==> config.mk <==
export PLATFORM = sky130hd
export DESIGN_NAME = demux_rr_dispatcher
export DESIGN_NICKNAME = d
export VERILOG_FILES = /design/src/rtl/demux_rr_dispatcher.sv
export SDC_FILE = /design/constraint.sdc
export NUM_CORES = 1
export LEC_CHECK = 0
export ABC_CLOCK_PERIOD_IN_PS = 3300
export CAP_MARGIN = 15
export CORE_MARGIN = 2
export CORE_UTILIZATION = 34
export DETAILED_ROUTE_END_ITERATION = 10
export GPL_TIMING_DRIVEN = 0
export PLACE_DENSITY = 0.72
export SLEW_MARGIN = 20
export SYNTH_ARGS = -nofsm -noshare
export SYNTH_HDL_FRONTEND = slang
export SYNTH_SLANG_ARGS = --single-unit
export TNS_END_PERCENT = 50
==> constraint.sdc <==
create_clock -name clk_i -period 3.3 [get_ports clk_i]
set_input_delay 0.99 -clock clk_i [delete_from_list [all_inputs] [get_ports clk_i]]
set_output_delay 0.99 -clock clk_i [all_outputs]
set_load 0.02 [all_outputs]
==> src/rtl/demux_rr_dispatcher.sv <==
// 1-to-N demultiplexer sequencer: one-entry output register, and a destination chosen
// either by an explicit select or round-robin over the enabled channels.

module demux_rr_lane #(
    parameter int SELW = 1,
    parameter int K    = 0
) (
    input  logic            full_i,
    input  logic [SELW-1:0] cur_ch_i,
    input  logic            ready_i,
    output logic            valid_o,
    output logic            drain_o
);
    logic hit;

    assign hit     = full_i && (cur_ch_i == SELW'(K));
    assign valid_o = hit;
    assign drain_o = hit && ready_i;
endmodule

module demux_rr_dispatcher #(
    parameter  int N_OUT = 2,
    parameter  int DW    = 8,
    localparam int SELW  = $clog2(N_OUT)
) (
    input  logic             clk_i,
    input  logic             rst_n_i,
    input  logic             mode_i,
    input  logic [SELW-1:0]  sel_i,
    input  logic [N_OUT-1:0] ch_en_i,
    input  logic             in_valid_i,
    output logic             in_ready_o,
    input  logic [DW-1:0]    in_data_i,
    output logic [N_OUT-1:0] out_valid_o,
    input  logic [N_OUT-1:0] out_ready_i,
    output logic [DW-1:0]    out_data_o,
    output logic [SELW-1:0]  cur_ch_o,
    output logic             busy_o
);
    typedef enum logic {EMPTY = 1'b0, FULL = 1'b1} state_t;

    state_t              state_q;
    logic [SELW-1:0]     rr_ptr_q, rr_ptr_d;
    logic [SELW-1:0]     cur_ch_q;
    logic [DW-1:0]       out_data_q;

    logic [2*N_OUT-1:0]  en_dbl;
    logic [N_OUT-1:0]    en_rot;
    logic [SELW:0]       rr_sum;
    logic [SELW-1:0]     rr_dest, next_dest;
    logic                rr_ok, fix_ok, dest_ok;
    logic [N_OUT-1:0]    lane_drain;
    logic                full, drain, accept;

    assign full = (state_q == FULL);

    // Rotate the enable mask so bit i is the channel i steps after rr_ptr.
    assign en_dbl = {ch_en_i, ch_en_i} >> rr_ptr_q;
    assign en_rot = en_dbl[N_OUT-1:0];

    always_comb begin
        rr_ok   = 1'b0;
        rr_dest = '0;
        rr_sum  = '0;
        for (int i = N_OUT - 1; i >= 0; i--) begin
            if (en_rot[i]) begin
                rr_ok  = 1'b1;
                rr_sum = {1'b0, rr_ptr_q} + (SELW+1)'(i);
                if (rr_sum >= (SELW+1)'(N_OUT))
                    rr_sum = rr_sum - (SELW+1)'(N_OUT);
                rr_dest = rr_sum[SELW-1:0];
            end
        end
    end

    // Out-of-range selects never match a lane and so stay invalid.
    always_comb begin
        fix_ok = 1'b0;
        for (int k = 0; k < N_OUT; k++)
            if (sel_i == SELW'(k))
                fix_ok = ch_en_i[k];
    end

    assign next_dest = mode_i ? rr_dest : sel_i;
    assign dest_ok   = mode_i ? rr_ok : fix_ok;

    for (genvar k = 0; k < N_OUT; k++) begin : g_lane
        demux_rr_lane #(.SELW(SELW), .K(k)) u_lane (
            .full_i   (full),
            .cur_ch_i (cur_ch_q),
            .ready_i  (out_ready_i[k]),
            .valid_o  (out_valid_o[k]),
            .drain_o  (lane_drain[k])
        );
    end

    assign drain      = |lane_drain;
    assign in_ready_o = rst_n_i && dest_ok && (!full || drain);
    assign accept     = in_valid_i && in_ready_o;

    always_comb begin
        rr_ptr_d = rr_ptr_q;
        if (accept && mode_i)
            rr_ptr_d = (next_dest == SELW'(N_OUT - 1)) ? '0 : next_dest + SELW'(1);
    end

    always_ff @(posedge clk_i or negedge rst_n_i) begin
        if (!rst_n_i) begin
            state_q    <= EMPTY;
            rr_ptr_q   <= '0;
            cur_ch_q   <= '0;
            out_data_q <= '0;
        end else begin
            rr_ptr_q <= rr_ptr_d;
            if (accept) begin
                state_q    <= FULL;
                out_data_q <= in_data_i;
                cur_ch_q   <= next_dest;
            end else if (drain) begin
                state_q <= EMPTY;
            end
        end
    end

    assign out_data_o = out_data_q;
    assign cur_ch_o   = cur_ch_q;
    assign busy_o     = full;

    a_onehot : assert property (@(posedge clk_i) disable iff (!rst_n_i) $onehot0(out_valid_o));
    a_hold   : assert property (@(posedge clk_i) disable iff (!rst_n_i)
                                full && !drain |=> full && $stable(out_data_q) && $stable(cur_ch_q));
endmodule

=== Yosys cells after proc, flatten, opt, wreduce, memory -nomap -nowiden ===
Cells that the tools add are included.

* Add/subtract/negate cells: 4
* Muxes and demuxes: 12
* Magnitude comparators: 2
* Reductions and logical operators: 12
* Bitwise logic cells: 1
* Shift-type cells: 1

{| class="wikitable"
|+ Operators with widths
! operator !! number
|-
| 1-bit two-way mux || 12
|-
| 1-bit logical AND || 8
|-
| 4-bit by 1-bit right shift with 2-bit output || 1
|-
| 1-bit by 1-bit adder with 2-bit output, second input constant || 1
|-
| 1-bit by 2-bit >= comparator with 1-bit output, second input constant || 1
|-
| 2-bit >= comparator, second input constant || 1
|-
| 2-bit nonzero test || 1
|-
| 2-bit OR reduction || 1
|-
| 1-bit subtractor, second input constant || 2
|-
| 1-bit adder, second input constant || 1
|-
| 1-bit logical NOT || 1
|-
| 1-bit logical OR || 1
|-
| 1-bit NOT || 1
|}

* Word-level logic and storage cells: 36
* Input port bits: 17
* Output and inout bits: 13
* Register bits: 11

=== Depth between registers and ports, before layout ===
* Depth after elaboration: 8
* Gate-level depth with buffers: 5

=== By module ===
From an unflattened synthesis, not the netlist that was laid out.

* Cell total of the unflattened synthesis: 41
* Area total of the unflattened synthesis: 553.0 µm²

{| class="wikitable"
|+ By module, submodules not included
! module !! seq. area each (µm²) !! cells each !! area each (µm²) !! instances
|-
| demux_rr_dispatcher || 275.3 || 37 || 525.5 || 1
|-
| demux_rr_lane at g_lane[0].u_lane || 0.0 || 2 || 15.0 || 1
|-
| demux_rr_lane at g_lane[1].u_lane || 0.0 || 2 || 12.5 || 1
|}

=== Worst setup path after synthesis ===
Ideal clock, no wire load.

* Kind: input -> output
* Start point: input port sel_i
* End point: output port in_ready_o
* Data required time: 2.310 ns
* Path buffers: 0
* Cell stages on the path: 3
* Path slack: 0.725 ns
* Arrival: 1.585 ns
* Path through: mux2_1 > o21ai_1 > a21oi_1

* Cells in the longest elaborated chain, start to end: 4

{| class="wikitable"
|+ RTL lines
! item !! line !! RTL
|-
| start: declaration || 29 || <nowiki>input logic [SELW-1:0] sel_i,</nowiki>
|-
| 1-bit two-way mux || 80 || <nowiki>if (sel_i == SELW'(k))</nowiki>
|-
| 1-bit two-way mux || 85 || <nowiki>assign dest_ok = mode_i ? rr_ok : fix_ok;</nowiki>
|-
| 1-bit logical AND (2 in a row) || 98 || <nowiki>assign in_ready_o = rst_n_i && dest_ok && (!full || drain);</nowiki>
|-
| end: declaration || 32 || <nowiki>output logic in_ready_o,</nowiki>
|}

No other way between the ends.

=== Worst setup path after layout ===
Ends and elaborated chain as after synthesis.

==> results.cfg <==
[status]
outcome = finished clean

[timing]
max_slew.worst_pin.slew_ns = 0.278
hold_viol_final = 0
fin_skew_ns = 0.00493
setup_viol = 0
slew_headroom = 0.815
grt_setup_unrepaired = no
fin_ws_ns = 0.147
holdWs_ns = 0.508
max_freq_ghz = 0.317
fin_crit_sh = 0.956
maxSlewViolCount = 0
min_period_ns = 3.15

[global_routing]
grt_pass1_wl_um = 1950
antenna_found_initial = 0
grt_usage = 0.144
grt_overflow = 0
grt_pass1_vias = 452
grt_max_degree = 13

[setup_path]
crit_path_start = sel_i
r2r_cells = 5
worstReg2RegEnd = out_data_o[0]
crit_family = buffers and inverters
reg2reg_from = cur_ch_o
worst_path_max_delay_cell = clkdlybuf4s50_1
cp_cell_sequence = clkdlybuf4s50_1, mux2_1, o21ai_2, a21oi_1, clkbuf_2
cp_slowest_stage_delay_ns = 0.49
critPathCaptureType = primary output
rrSetupSlack_ns = 1.68
cp_max_fo = 3
critPathBufInv = 2
worst-endpoint-required_ns = 2.31
critPathLaunchType = input port
cp.arrival_ns = 2.16
crit_type = in -> out

[pwr]
peakVddDrop_uv = 265
power_leakage_nw = 0.413
power_mw = 0.496
power_density_mw_per_mm2 = 564

[layout]
multi_input_area_um2 = 239
num_antenna_cells = 0
regArea_um2 = 275
final_layout_size_suffix_gt1_frac = 0.247
area_growth_pct = 60.3
finish.instance_area_um2 = 878
nFillCells = 129
final_nets = 91

[cts]
clk_latency_ns = 0.27
cts_tree = built
cts_root_buffer = clkbuf_4
cts_htree_levels = 1
cts_max_path_buffers = 2
cts_num_sinks = 11
cts_made_buffers = 3
cts.clk_slew.worst_paths_ns = 0.07

[die]
core_area_mm2 = 0.00151
die_w_um = 44.1
num_rows = 14
fp.dieH_um = 44.1
ioPinCount = 30
die_area_mm2 = 0.00195
start_util = 0.364

[synth]
synth_nets = 57
ys.warnings.count = 0
synth_cell_types = 17
syn_inst = 40
ys_ff_latch = 11
synth-seq-area-share = 0.502
synth.avg_cell_area_um2 = 13.7
syn_area_um2 = 548

[route]
wl_um = 1080
vias = 418
vias_per_cell = 4.70
postRouteAntennaNets = 0
first_iter_violations = 4
drc = 0
wire_per_inst_um = 12.1
drtPass1Iterations = 4

[min_path]
hold_end = out_data_o[5]
hp-class = reg -> reg
hp-start = out_data_o[5]
whs_path_depth = 1

[placed_design]
place_hpwl_um = 831
gp_congestion = 0.758
io_buffers = 29
dpl_worst_slack_ns = -0.567
placed_cell_area_um2 = 858

[flow_run]
cap_violations = 0
stage by stage:
step                      utilization  setup TNS (ns)  instances
after detailed placement        0.570          -0.567         85
after global placement          0.570          -0.560         85
after CTS                       0.590               0         89
after floorplan                     -               0         40
final                           0.583               0         89
after global routing            0.583               0         89
sequential cells by signal, summed over array words and instances, names as in the netlist:
register	flops
out_data_o	8
busy_o	1
cur_ch_o	1
rr_ptr_q	1
cells in the mapped netlist (all sizes together):
master / number / share of area
a21oi: 1 / 0.0091
a41o: 1 / 0.018
and2: 1 / 0.011
and2b: 1 / 0.014
buf: 3 / 0.048
dfrtp: 11 / 0.50
inv: 3 / 0.021
mux2: 10 / 0.27
mux2i: 1 / 0.018
nand2: 1 / 0.0068
o211ai: 1 / 0.014
o21a: 2 / 0.027
o21ai: 3 / 0.027
or3b: 1 / 0.016
kinds of logic after synthesis:
logic type      after synthesis  share of synthesized area
mux                          11                      0.285
simple gates                  4                     0.0480
buf+inv                       6                     0.0685
compound gates                8                     0.0959
flops                        11                      0.502
how the worst max path moves through the flow:
stage,end,cells after the start
floorplan,in_ready_o,3
global placement,in_ready_o,5
detailed placement,in_ready_o,5
CTS,in_ready_o,5
global route,in_ready_o,5
finish,in_ready_o,5
area by class of cell:
cell class	instances	area share
clock buffers	4	0.0299
well taps	16	0.0228
flip-flops and latches	11	0.313
plain buffers	3	0.0299
multi-input cells	23	0.272
repair buffers	29	0.319
inverters	3	0.0128
layer usage:
metal,part of all wire,track usage
met5,0,0
met1,0.40,0.158
met4,0.035,0.0667
met2,0.46,0.221
met3,0.11,0.0857
power breakdown:
group / switching (mW) / internal (mW) / leakage [nW] / total (mW)
combinational: 0.0845 / 0.131 / 0.268 / 0.215
sequential: 0.0213 / 0.169 / 0.130 / 0.190
clock: 0.0434 / 0.0469 / 0.0150 / 0.0902
layout by cell type (no fill, tap or decap), drive strengths merged, types with 2 or more instances in the layout:
| master | count |
|---|---|
| buf | 3 |
| mux2 | 10 |
| clkdlybuf4s50 | 27 |
| dfrtp | 11 |
| clkbuf | 6 |
| o21a | 2 |
| inv | 3 |
| o21ai | 3 |
what timing repair did:
item	in CTS	in global routing
buffers inserted	0	0
gates cloned	0	0
endpoints found under the setup margin	1	1
gates resized for setup	5	2
hold buffers	0	0
(Power assumes the default switching activity.)
